==> src/rtl/seg7_pkg.sv <==
// Shared 7-segment constants and helpers for the scanned counter display.
package seg7_pkg;

    localparam logic [7:0] SEG_BLANK  = 8'hFF;
    localparam logic [7:0] SEG_DP_OFF = 8'h80;

    // Active-low segment patterns {dp,g,f,e,d,c,b,a} for nibble values 0..F
    localparam logic [7:0] SEG7_TABLE [0:15] = '{
        8'hC0, 8'hF9, 8'hA4, 8'hB0, 8'h99, 8'h92, 8'h82, 8'hF8,
        8'h80, 8'h90, 8'h88, 8'h83, 8'hC6, 8'hA1, 8'h86, 8'h8E
    };

    // Decode one nibble; the decimal point is forced off
    function automatic logic [7:0] seg7_decode(input logic [3:0] nibble);
        return SEG7_TABLE[nibble] | SEG_DP_OFF;
    endfunction

    // Limit a loaded nibble to the highest legal digit value
    function automatic logic [3:0] nibble_clamp(input logic [3:0] nibble,
                                                input logic [3:0] max_val);
        return (nibble > max_val) ? max_val : nibble;
    endfunction

endpackage

==> src/rtl/seg7_digit_cell.sv <==
// One counter digit: registered nibble with increment/decrement/load and
// combinational carry/borrow out to the next digit of the chain.
module seg7_digit_cell
    import seg7_pkg::*;
#(
    parameter int DIGIT_MAX = 9
) (
    input  logic       clk,
    input  logic       rst,
    input  logic       load,
    input  logic [3:0] load_val,
    input  logic       inc,
    input  logic       dec,
    output logic       carry,
    output logic       borrow,
    output logic [3:0] digit_q
);

    localparam logic [3:0] DMAX = 4'(DIGIT_MAX);

    logic [3:0] digit_d;

    assign carry  = inc && (digit_q == DMAX);
    assign borrow = dec && (digit_q == 4'd0);

    // Next digit value: load beats stepping; inc and dec are never both set
    always_comb begin
        digit_d = digit_q;
        if (load) begin
            digit_d = nibble_clamp(load_val, DMAX);
        end else if (inc) begin
            digit_d = (digit_q == DMAX) ? 4'd0 : digit_q + 4'd1;
        end else if (dec) begin
            digit_d = (digit_q == 4'd0) ? DMAX : digit_q - 4'd1;
        end else begin
            digit_d = digit_q;
        end
    end

    // Digit register with synchronous active-low reset
    always_ff @(posedge clk) begin
        if (!rst) begin
            digit_q <= 4'd0;
        end else begin
            digit_q <= digit_d;
        end
    end

endmodule

==> src/rtl/seg7_scan_counter.sv <==
// Multi-digit up/down counter with prescaled stepping, wrap/saturate terminal
// handling and a multiplexed common-anode 7-segment scan driver.
module seg7_scan_counter
    import seg7_pkg::*;
#(
    parameter int DIGITS    = 4,
    parameter int DIGIT_MAX = 9,
    parameter int TICK_DIV  = 16777216,
    parameter int SCAN_DIV  = 50000,
    parameter int WRAP_MODE = 1
) (
    input  logic                  clk,
    input  logic                  rst,
    input  logic                  run,
    input  logic                  dir,
    input  logic                  load,
    input  logic [4*DIGITS-1:0]   load_val,
    output logic [7:0]            seg,
    output logic [DIGITS-1:0]     an,
    output logic [4*DIGITS-1:0]   value,
    output logic                  wrap
);

    localparam int PW = $clog2(TICK_DIV);
    localparam int SW = ($clog2(SCAN_DIV) < 1) ? 1 : $clog2(SCAN_DIV);
    localparam int IW = ($clog2(DIGITS) < 1) ? 1 : $clog2(DIGITS);

    localparam logic [3:0]        DMAX       = 4'(DIGIT_MAX);
    localparam logic [PW-1:0]     PRESC_LAST = PW'(TICK_DIV - 1);
    localparam logic [SW-1:0]     SCAN_LAST  = SW'(SCAN_DIV - 1);
    localparam logic [IW-1:0]     IDX_LAST   = IW'(DIGITS - 1);
    localparam logic [DIGITS-1:0] AN_RESET   = ~DIGITS'(1);

    if (DIGITS < 1 || DIGITS > 8) begin : g_bad_digits
        $fatal(1, "seg7_scan_counter: DIGITS must be 1..8");
    end
    if (DIGIT_MAX < 1 || DIGIT_MAX > 15) begin : g_bad_digit_max
        $fatal(1, "seg7_scan_counter: DIGIT_MAX must be 1..15");
    end
    if (TICK_DIV < 2) begin : g_bad_tick_div
        $fatal(1, "seg7_scan_counter: TICK_DIV must be >= 2");
    end
    if (SCAN_DIV < 1) begin : g_bad_scan_div
        $fatal(1, "seg7_scan_counter: SCAN_DIV must be >= 1");
    end
    if (WRAP_MODE != 0 && WRAP_MODE != 1) begin : g_bad_wrap_mode
        $fatal(1, "seg7_scan_counter: WRAP_MODE must be 0 or 1");
    end

    logic [PW-1:0]     presc_q, presc_d;
    logic              tick_s;
    logic              step_en_s;
    logic [DIGITS:0]   inc_s;
    logic [DIGITS:0]   dec_s;
    logic [3:0]        digit_s [0:DIGITS-1];
    logic              all_max_s, all_zero_s, pre_up_s, pre_dn_s;
    logic              at_term_s, pre_term_s;
    logic              wrap_q, wrap_d;
    logic [SW-1:0]     scan_q, scan_d;
    logic [IW-1:0]     idx_q, idx_d;
    logic [DIGITS-1:0] an_q, an_d;
    logic [7:0]        seg_q, seg_d;

    assign tick_s = run && (presc_q == PRESC_LAST);

    // Prescaler: free-runs only while run is high, load restarts the phase
    always_comb begin
        presc_d = presc_q;
        if (load) begin
            presc_d = {PW{1'b0}};
        end else if (tick_s) begin
            presc_d = {PW{1'b0}};
        end else if (run) begin
            presc_d = presc_q + PW'(1);
        end else begin
            presc_d = presc_q;
        end
    end

    // Terminal detection: at the terminal now, or one step short of it
    always_comb begin
        all_max_s  = 1'b1;
        all_zero_s = 1'b1;
        pre_up_s   = 1'b1;
        pre_dn_s   = 1'b1;
        for (int i = 0; i < DIGITS; i++) begin
            all_max_s  = all_max_s  & (digit_s[i] == DMAX);
            all_zero_s = all_zero_s & (digit_s[i] == 4'd0);
            pre_up_s   = pre_up_s   & (digit_s[i] == ((i == 0) ? DMAX - 4'd1 : DMAX));
            pre_dn_s   = pre_dn_s   & (digit_s[i] == ((i == 0) ? 4'd1 : 4'd0));
        end
        at_term_s  = dir ? all_max_s : all_zero_s;
        pre_term_s = dir ? pre_up_s  : pre_dn_s;
    end

    // A saturating counter refuses to step past its terminal in the current direction
    assign step_en_s = tick_s && !load && ((WRAP_MODE != 0) || !at_term_s);
    assign inc_s[0]  = step_en_s && dir;
    assign dec_s[0]  = step_en_s && !dir;

    for (genvar g = 0; g < DIGITS; g++) begin : g_digit
        seg7_digit_cell #(
            .DIGIT_MAX (DIGIT_MAX)
        ) u_cell (
            .clk      (clk),
            .rst      (rst),
            .load     (load),
            .load_val (load_val[4*g +: 4]),
            .inc      (inc_s[g]),
            .dec      (dec_s[g]),
            .carry    (inc_s[g+1]),
            .borrow   (dec_s[g+1]),
            .digit_q  (digit_s[g])
        );
        assign value[4*g +: 4] = digit_s[g];
    end

    // Wrap pulse: carry/borrow out of the top digit, or the step that lands on saturation
    always_comb begin
        wrap_d = 1'b0;
        if (load) begin
            wrap_d = 1'b0;
        end else if (WRAP_MODE != 0) begin
            wrap_d = inc_s[DIGITS] | dec_s[DIGITS];
        end else begin
            wrap_d = step_en_s && pre_term_s;
        end
    end

    // Prescaler and wrap pulse registers
    always_ff @(posedge clk) begin
        if (!rst) begin
            presc_q <= {PW{1'b0}};
            wrap_q  <= 1'b0;
        end else begin
            presc_q <= presc_d;
            wrap_q  <= wrap_d;
        end
    end

    // Scan FSM state register: slot timer and current digit index
    always_ff @(posedge clk) begin
        if (!rst) begin
            scan_q <= {SW{1'b0}};
            idx_q  <= {IW{1'b0}};
        end else begin
            scan_q <= scan_d;
            idx_q  <= idx_d;
        end
    end

    // Scan FSM next state: advance the index at the end of each slot
    always_comb begin
        scan_d = scan_q;
        idx_d  = idx_q;
        if (scan_q == SCAN_LAST) begin
            scan_d = {SW{1'b0}};
            idx_d  = (idx_q == IDX_LAST) ? {IW{1'b0}} : idx_q + IW'(1);
        end else begin
            scan_d = scan_q + SW'(1);
            idx_d  = idx_q;
        end
    end

    // Scan FSM outputs: enable the indexed anode and decode its digit
    always_comb begin
        an_d  = {DIGITS{1'b1}};
        seg_d = SEG_BLANK;
        for (int i = 0; i < DIGITS; i++) begin
            if (idx_q == IW'(i)) begin
                an_d[i] = 1'b0;
                seg_d   = seg7_decode(digit_s[i]);
            end else begin
                an_d[i] = 1'b1;
            end
        end
    end

    // Display pin registers so anode and segments switch on the same edge
    always_ff @(posedge clk) begin
        if (!rst) begin
            an_q  <= AN_RESET;
            seg_q <= seg7_decode(4'd0);
        end else begin
            an_q  <= an_d;
            seg_q <= seg_d;
        end
    end

    assign an   = an_q;
    assign seg  = seg_q;
    assign wrap = wrap_q;

endmodule

==> config.mk <==
export PLATFORM = sky130hd
export DESIGN_NAME = seg7_scan_counter
export DESIGN_NICKNAME = d
export VERILOG_FILES = /design/src/rtl/seg7_pkg.sv /design/src/rtl/seg7_digit_cell.sv /design/src/rtl/seg7_scan_counter.sv
export SDC_FILE = /design/constraint.sdc
export NUM_CORES = 1
export LEC_CHECK = 0
export CORE_MARGIN = 8
export CORE_UTILIZATION = 35
export DETAILED_ROUTE_END_ITERATION = 12
export PLACE_DENSITY = 0.57
export SLEW_MARGIN = 10
export SYNTH_ARGS = -nofsm -noshare
export SYNTH_HDL_FRONTEND = slang
export SYNTH_SLANG_ARGS = --single-unit
==> constraint.sdc <==
create_clock -name clk -period 5.2 [get_ports clk]
set_clock_uncertainty 0.05 [all_clocks]
set_input_delay 0.78 -clock clk [delete_from_list [all_inputs] [get_ports clk]]
set_output_delay 0.78 -clock clk [all_outputs]
set_load 0.005 [all_outputs]
==> results.yml, run 1 <==
pwr:
  internal_power_uw: 1010
  netSwitchingFraction_pct: 27.5
  p_per_area_nw_per_um2: 250
  clockPowerShare_pct: 41.2
  ir_drop_v: 0.000189
  p_seq_share_pct: 42.4
  p_leak_uw: 0.00206
  p_comb_share_pct: 16.4
  switchingPower_uw: 385
status:
  status: "completed"
synth:
  ys_ff_latch: 70
  syn_inst: 595
  synth_compound_area_share_pct: 18.9
  synthMuxAreaShare_pct: 6.66
  yosysUniqueCellTypes: 67
  yosys.area_share.xor_xnor_pct: 7.41
  synthTopCellsByCount: "70 x dfxtp_1, 69 x nand2_1, 64 x nor2_1, 48 x o21ai_0, 30 x ha_1"
  synth_area_per_cell_um2: 7.95
  synth_fa_ha_area_share_pct: 7.93
  yosys_warnings: 0
  synth_edf_count: 0
  async_reset_ff_share_pct: 0
  ys_top_cells_by_area: "dfxtp_1 30%, ha_1 7.9%, nand2_1 5.5%"
  synth_top_cell_area_share_pct: 29.6
  yosysSeqAreaShare_pct: 29.6
  syn-cell-area_um2: 4730
  synth_top_family_by_area: "simple AND/OR/NAND/NOR gates"
  synth_flop_cell: "dfxtp_1"
  syn-num-nets: 646
  synthSimpleGateAreaFrac_pct: 24.4
  synth_top_cell_by_area: "dfxtp_1"
  yosysMostFrequentCell: "dfxtp_1"
detailed_routing:
  firstDrtPassIters: 7
  wl_um: 12000
  first_iter_violations: 222
  drt-wirelength-per-cell_um: 14.9
  ant_nets: 0
  drc: 0
  avgViaCountPerCell: 5.26
  vias: 4234
timing:
  post-route-period-util_pct: 62.4
  grt_setup_unrepaired: "false"
  slew_headroom_pct: 43.4
  slew_viol_final: 0
  fmax_mhz: 308
  holdWs_ns: 0.412
  fin_crit_ns: 3.24
  hold_viol: 0
  worst_slew_pin_slew_ns: 0.846
  setup_violations: 0
  setup_tns_ns: 0
hold_path:
  worstHoldPathType: "register to register"
critical_path:
  cp_top_family: "simple AND/OR/NAND/NOR gates"
  cp.required_ns: 5.41
  crit_chain: "clkdlybuf4s50_1 > and4_1 > nand4_4 > nor3_2 > nand2_1 > mux2_2 > o22ai_1"
  worst-path-buf-inv: 1
  crit_type: "input pin to register"
  cp-end-kind: "register"
  start_kind: "input pin"
  cp_slowest_stage_delay_ns: 0.73
  crit_fanout: 12
  worstPathArrival_ns: 3.45
  crit_path_top_delay_cell: "nor3_2"
finish:
  area_growth_pct: 18.1
  drive_gt1_share_pct: 5.56
  instances_no_fill: 805
  fin_util_pct: 42.2
  finalInstanceArea_um2: 5590
  fin_nets: 675
  insertedDiodeCount: 0
clocking:
  htreeDepth: 3
  cts_buffers: 9
  cts.sinks: 70
  hold_buffers: 0
  cts_setup_buffers: 0
  clkTransAtPathRegs_ns: 0.06
  clockBufferDepth: 2
  cts_resized: 0
  cts_tree: "yes"
  cts-root-buf: "clkbuf_16"
  clock_latency_ns: 0.34
place:
  place_inst: 789
  placed_cell_area_um2: 5300
  place_congestion: 0.823
  dp_hpwl_um: 8980
  port_buffers: 48
floorplanning:
  core_area_um2: 13200
  fp-row-count: 42
  start_util_pct: 35.7
  die_area_um2: 17500
  ioPinCount: 50
  die_h_um: 132
  die_w_um: 132
global_routing:
  grt_pass1_vias: 4001
  grtUsageTotal_pct: 13.8
  antenna_found_initial: 0
  grt_pass1_wl_um: 20100
  grt-ovfl-total: 0
  grt_max_degree: 24
flow_run:
  drv_cap: 0
==> kinds of logic after synthesis <==
| group | count (synthesis) |
|---|---|
| adder cells (fa/ha/maj) | 30 |
| multiplexers | 27 |
| buffers and inverters | 57 |
| AO/OA/AOI/OAI | 138 |
| XOR/XNOR | 40 |
| flip-flops | 70 |
| AND/OR/NAND/NOR | 232 |
| other | 1 |
==> sequential cells by signal (all words and copies together) (netlist names) <==
signal / count
presc_q: 24
seg: 7
wrap: 1
g_digit.u_cell.digit_q: 16
scan_q: 16
idx_q: 2
an: 4
==> power groups by stage <==
stage | Clock, µW | Combinational (µW) | Sequential [µW]
after floorplan | 0 | 161 | 582
after global placement | 0 | 226 | 602
after detailed placement | 0 | 229 | 604
after CTS | 592 | 230 | 592
after global routing | 619 | 257 | 597
final | 576 | 229 | 593
==> metal layers <==
layer	GRT usage, %	up-vias	part of all wire (%)
li1	-	2169	-
met3	3.54	11	4.9
met4	4.67	0	1.1
met1	17.9	1959	48
met2	21.7	95	46
met5	0	-	0
==> cells in the final DEF, fill, tap and decap left out, types with 3 or more instances in the layout <==
cell	Yosys	routed
inv_1	24	24
mux2i_1	18	18
o21a_1	3	3
nand3_1	23	23
nor3b_1	5	5
xnor2_1	16	16
or3_1	6	6
and4_1	3	3
and2_1	3	3
clkinvlp_4	0	3
o21bai_1	3	3
nor4b_1	3	3
xor2_1	24	24
nand2_1	69	69
a31oi_1	5	5
o211ai_1	11	11
mux4_2	3	3
clkdlybuf4s50_1	0	48
o21ai_0	48	48
nand2b_1	4	4
ha_1	30	30
mux2_2	5	5
nand4_1	9	9
a21o_1	4	4
nor3_1	7	7
clkbuf_16	0	9
nor2_1	64	64
dfxtp_1	70	70
nand3b_1	5	5
nor4_1	3	3
o311ai_0	3	3
nor2b_1	8	8
and3_1	12	12
o22ai_1	6	6
o211a_1	3	3
a21oi_1	24	24
==> through the flow <==
step / setup WS, ns / power, µW
finish: 1.96 / 1400
global route: 1.77 / 1470
CTS: 1.95 / 1410
detailed placement: 1.60 / 833
global placement: 1.67 / 829
floorplan: 2.75 / 743
==> worst paths after layout <==
kind                            from                                        end  slack [ns]  cells past startpoint
max                              run  g_digit[3].u_cell.digit_q[3]$_SDFFE_PN0P_        1.96                      7
min             scan_q[0]$_SDFF_PP0_                       scan_q[0]$_SDFF_PP0_        0.41                      1
max reg2reg  presc_q[0]$_SDFFE_PP0P_  g_digit[3].u_cell.digit_q[3]$_SDFFE_PN0P_        2.40                      7
min reg2reg     scan_q[0]$_SDFF_PP0_                       scan_q[0]$_SDFF_PP0_        0.41                      1
==> final cells by class <==
cell class,instances,area [µm²]
fill,1382,7660
sequential,70,1400
timing repair buffer,49,488
clock buffer,12,256
multi-input combinational,468,3090
inverter,26,97.6
tap,176,220
clock inverter,4,31.3
==> worst reg2reg max path: cells and delay by family (launching register included) <==
family	cells	cell delay, ns
adder cells (fa/ha/maj)	1	0.19
AO/OA/AOI/OAI	1	0.18
multiplexers	1	0.34
flip-flops	1	0.40
AND/OR/NAND/NOR	4	1.57
Note: power is estimated with default switching activity, not from simulation.
==> inputs of run 2 (changes only) <==
--- a/config.mk
+++ b/config.mk
@@ -8,7 +8,7 @@
 export CORE_MARGIN = 8
 export CORE_UTILIZATION = 35
 export DETAILED_ROUTE_END_ITERATION = 12
-export PLACE_DENSITY = 0.57
+export PLACE_DENSITY = 0.59
 export SLEW_MARGIN = 10
 export SYNTH_ARGS = -nofsm -noshare
 export SYNTH_HDL_FRONTEND = slang
==> constraint.sdc (replaced) <==
create_clock -name clk -period 2.7 [get_ports clk]
set_clock_uncertainty 0.05 [all_clocks]
set_input_delay 0.405 -clock clk [delete_from_list [all_inputs] [get_ports clk]]
set_output_delay 0.405 -clock clk [all_outputs]
set_load 0.005 [all_outputs]
==> run 2 against run 1 <==
Net effect: first-iteration DRC count decreased by 0.45%; setup slack got worse by 1.6 ns; wire length increased by 2.8%; final cell count increased by 2.9%; core utilization increased by 1.4 points; global-route usage increased by 0.47 points; design area increased by 3.3%; sequential power increased by 89%; count of clock-buffer cells in the layout decreased by 2; die area unchanged; critical path type is now register to register; largest power group is now the clock network.
==> results.yml, run 2 (same netlist as run 1, synthesis figures left out) <==
status:
  status: "completed"
clocking:
  cts-root-buf: "clkbuf_16"
  htreeDepth: 3
  cts_buffers: 9
  cts_resized: 0
  clockBufferDepth: 2
  hold_buffers: 0
  cts_setup_buffers: 0
  clock_latency_ns: 0.33
  cts_tree: "yes"
  clkTransAtPathRegs_ns: 0.06
  cts.sinks: 70
critical_path:
  cp_slowest_stage_delay_ns: 0.50
  crit_chain: "inv_1 > ha_1 > or3b_2 > o21ai_0 > a21oi_1 > a22o_1 > o21a_1"
  cp.required_ns: 2.88
  crit_path_top_delay_cell: "or3b_2"
  cp-end-kind: "register"
  crit_fanout: 7
  worstPathArrival_ns: 2.49
  crit_type: "register to register"
  start_kind: "register"
floorplanning:
  die_w_um: 132
  die_h_um: 132
  ioPinCount: 50
  die_area_um2: 17500
  fp-row-count: 42
  start_util_pct: 35.7
  core_area_um2: 13200
place:
  port_buffers: 48
  preCtsSetupSlack_ns: 0.165
  place_congestion: 0.826
  dp_hpwl_um: 9250
  placed_cell_area_um2: 5480
detailed_routing:
  vias: 4338
  ant_nets: 0
  drc: 0
  avgViaCountPerCell: 5.24
  firstDrtPassIters: 5
  wl_um: 12300
  first_iter_violations: 221
  drt-wirelength-per-cell_um: 14.9
pwr:
  ir_drop_v: 0.000342
  p_per_area_nw_per_um2: 474
  p_leak_uw: 0.00217
timing:
  slew_headroom_pct: 58.5
  grt_setup_unrepaired: "false"
  hold_viol: 0
  fmax_mhz: 432
  worst_slew_pin_slew_ns: 0.621
  setup_violations: 0
  fin_crit_ns: 2.32
  fin_ws_ns: 0.385
  post-route-period-util_pct: 85.8
  slew_viol_final: 0
  setup_tns_ns: 0
  holdWs_ns: 0.419
flow_run:
  drv_cap: 0
finish:
  finalInstanceArea_um2: 5770
  drive_gt1_share_pct: 9.05
  top_regs: "presc_q: 24 flops, g_digit.u_cell.digit_q: 16 flops, scan_q: 16 flops"
  largest_register_ffs: 24
  final_common_cell: "dfxtp_1"
  area_growth_pct: 21.9
  largest_register: "presc_q"
  fin_nets: 698
  mostFrequentLayoutCells: "70 x dfxtp_1, 69 x nand2_1, 64 x nor2_1, 48 x o21ai_0, 48 x clkdlybuf4s50_1"
  fin_util_pct: 43.6
  insertedDiodeCount: 0
global_routing:
  antenna_found_initial: 0
  grt-ovfl-total: 0
  grt_pass1_vias: 4302
  grt_max_degree: 22
  grtUsageTotal_pct: 14.3
  grt_pass1_wl_um: 20900
hold_path:
  worstHoldPathType: "register to register"
[run 2: cell count changes in the layout (fill, tap and decap cells not counted), sizes merged]
cell and delta:
buf +23, inv +1, clkbuf -2, clkinv -1, clkinvlp +2
[run 2: worst max-delay path: cells and delay by family, from the launching register on]
family                   cells  cell delay [ns]
AND/OR/NAND/NOR              1             0.50
AO/OA/AOI/OAI                4             0.82
flip-flops                   1             0.36
adder cells (fa/ha/maj)      1             0.31
buffers and inverters        1             0.17
[run 2: metrics by stage]
step,total power (µW),instances
finish,2740,828
global route,2870,828
CTS,2770,828
detailed placement,1630,812
global placement,1620,812
floorplan,1430,595
[run 2: cell type report]
cell class	count	area, µm²
clock buffer	10	239
clock inverter	6	46.3
fill	1338	7470
inverter	26	97.6
multi-input combinational	468	3090
sequential	70	1400
tap	176	220
timing repair buffer	72	673
[run 2: report_power, final]
part           internal [µW]  switching [µW]
clock                    649             480
sequential              1060            56.4
combinational            237             251
[run 2: final timing paths]
| check | slack (ns) | from | endpoint | cells after the start |
|---|---|---|---|---|
| worst max-delay path | 0.38 | g_digit[0].u_cell.digit_q[0]$_SDFFE_PN0P_ | g_digit[1].u_cell.digit_q[3]$_SDFFE_PN0P_ | 7 |
| worst min-delay path | 0.42 | scan_q[0]$_SDFF_PP0_ | scan_q[0]$_SDFF_PP0_ | 1 |
| worst max register to register | 0.38 | g_digit[0].u_cell.digit_q[0]$_SDFFE_PN0P_ | g_digit[1].u_cell.digit_q[3]$_SDFFE_PN0P_ | 7 |
| worst min register to register | 0.42 | scan_q[0]$_SDFF_PP0_ | scan_q[0]$_SDFF_PP0_ | 1 |
[run 2: per-layer routing]
metal | vias up | routed length, µm | global-route usage (%)
met5 | - | 0 | 0
met2 | 99 | 5840 | 24.0
met4 | 0 | 93 | 3.97
li1 | 2200 | - | -
met3 | 10 | 584 | 3.62
met1 | 2029 | 5820 | 17.6
==> inputs of run 3 (changes only) <==
--- a/config.mk
+++ b/config.mk
@@ -8,7 +8,7 @@
 export CORE_MARGIN = 8
 export CORE_UTILIZATION = 35
 export DETAILED_ROUTE_END_ITERATION = 12
-export PLACE_DENSITY = 0.59
+export RECOVER_POWER = 100
 export SLEW_MARGIN = 10
 export SYNTH_ARGS = -nofsm -noshare
 export SYNTH_HDL_FRONTEND = slang
==> constraint.sdc (replaced) <==
create_clock -name clk -period 2.91 [get_ports clk]
set_clock_uncertainty 0.05 [all_clocks]
set_input_delay 0.4365 -clock clk [delete_from_list [all_inputs] [get_ports clk]]
set_output_delay 0.4365 -clock clk [all_outputs]
set_load 0.005 [all_outputs]
==> run 3 against run 2 <==
Net effect: die area stayed put; hold slack got worse by 0.0035 ns; final cell count down 0.72%; flip-flop and latch count unchanged; first-iteration DRC count grew 29%; register-to-register slack worse by 0.02 ns; critical path type unchanged; largest power group unchanged.
==> results.yml, run 3 (same netlist as run 1, synthesis figures left out) <==
status:
  status: "completed"
critical_path:
  start_kind: "register"
  cp.required_ns: 3.12
  worst-path-buf-inv: 0
  crit_chain: "ha_1 > and4_1 > nand4_1 > or3_1 > nor2_4 > mux2_1 > a31oi_1"
  crit_type: "register to register"
  worstPathArrival_ns: 2.76
  cp_top_family: "simple AND/OR/NAND/NOR gates"
  crit_path_top_delay_cell: "or3_1"
  cp-end-kind: "register"
  cp_slowest_stage_delay_ns: 0.60
  crit_fanout: 7
floorplanning:
  fp-row-count: 42
  start_util_pct: 35.7
  ioPinCount: 50
  die_w_um: 132
  die_area_um2: 17500
  die_h_um: 132
  core_area_um2: 13200
pwr:
  ir_drop_v: 0.000284
  p_per_area_nw_per_um2: 482
  finalPower_uw: 2760
  p_leak_uw: 0.00217
timing:
  fin_crit_ns: 2.54
  fmax_mhz: 393
  slew_viol_final: 0
  grt_setup_unrepaired: "false"
  slew_headroom_pct: 34.5
  setup_tns_ns: 0
  fin_ws_ns: 0.366
  hold_viol: 0
  worst_slew_pin_slew_ns: 0.983
  setup_violations: 0
  post-route-period-util_pct: 87.4
place:
  preCtsSetupSlack_ns: 0.162
  place_congestion: 0.823
  dp_hpwl_um: 9370
  port_buffers: 48
global_routing:
  antenna_found_initial: 0
  grt-ovfl-total: 0
  grt_pass1_wl_um: 21100
  grt_pass1_vias: 4361
  grt_max_degree: 24
  grtUsageTotal_pct: 14.3
clocking:
  cts_buffers: 9
  clockBufferDepth: 2
  clkTransAtPathRegs_ns: 0.06
  cts_resized: 0
  clock_latency_ns: 0.33
  cts_setup_buffers: 0
  cts_tree: "yes"
  htreeDepth: 3
  cts-root-buf: "clkbuf_16"
  hold_buffers: 0
  cts.sinks: 70
finish:
  largest_register: "presc_q"
  insertedDiodeCount: 0
  final_common_cell: "dfxtp_1"
  fin_nets: 692
  largest_register_ffs: 24
  fin_util_pct: 43.2
  top_regs: "presc_q: 24 flops, g_digit.u_cell.digit_q: 16 flops, scan_q: 16 flops"
  drive_gt1_share_pct: 6.50
  area_growth_pct: 21.0
  mostFrequentLayoutCells: "70 x dfxtp_1, 69 x nand2_1, 64 x nor2_1, 48 x o21ai_0, 30 x ha_1"
detailed_routing:
  vias: 4382
  firstDrtPassIters: 5
  first_iter_violations: 284
  drt-wirelength-per-cell_um: 15.1
  wl_um: 12400
  avgViaCountPerCell: 5.33
  ant_nets: 0
  drc: 0
flow_run:
  drv_cap: 0
hold_path:
  worstHoldPathType: "register to register"
## run 3: cell types whose count changed in the layout (fill, tap and decap cells not counted), moves of 3 or more
cell and delta:
clkdlybuf4s50_1 -25, dlygate4sd3_1 +25, buf_4 -15, clkbuf_1 +10, clkinvlp_4 -4, bufinv_16 +3
## run 3: metrics by stage
| step | hold slack (ns) | cells | area [µm²] |
|---|---|---|---|
| floorplan | 0.376 | 595 | 4730 |
| detailed placement | 0.414 | 806 | 5430 |
| finish | 0.416 | 822 | 5720 |
| global placement | 0.390 | 806 | 5430 |
| CTS | 0.426 | 822 | 5770 |
| global route | 0.473 | 822 | 5720 |
## run 3: worst paths after layout
check | startpoint | to | slack (ns) | cells past startpoint
min | scan_q[0]$_SDFF_PP0_ | scan_q[0]$_SDFF_PP0_ | 0.42 | 1
max | presc_q[0]$_SDFFE_PP0P_ | g_digit[1].u_cell.digit_q[1]$_SDFFE_PN0P_ | 0.37 | 7
min reg2reg | scan_q[0]$_SDFF_PP0_ | scan_q[0]$_SDFF_PP0_ | 0.42 | 1
max reg2reg | presc_q[0]$_SDFFE_PP0P_ | g_digit[1].u_cell.digit_q[1]$_SDFFE_PN0P_ | 0.37 | 7
## run 3: where the power goes
group	leakage, µW	total [µW]	switching [µW]	internal [µW]
registers	0.000569	1040	52.5	986
clock network	0.000166	1280	415	862
logic	0.00143	440	236	205
total	0.00217	2760	704	2050
## run 3: layer usage
layer  vias to the layer above  GRT usage (%)  part of all wire, %
met3                        15           4.12                  5.9
met1                      2068           17.7                   46
met2                        97           23.6                   47
met5                         -              0                    0
li1                       2202              -                    -
met4                         0           4.16                  1.4
## run 3: cell type report
type / instances / area [µm²]
clock buffers: 11 / 243
clock inverters: 5 / 106
inverters: 26 / 97.6
fillers: 1378 / 7520
well taps: 176 / 220
multi-input cells: 468 / 3080
flip-flops and latches: 70 / 1400
repair buffers: 66 / 579
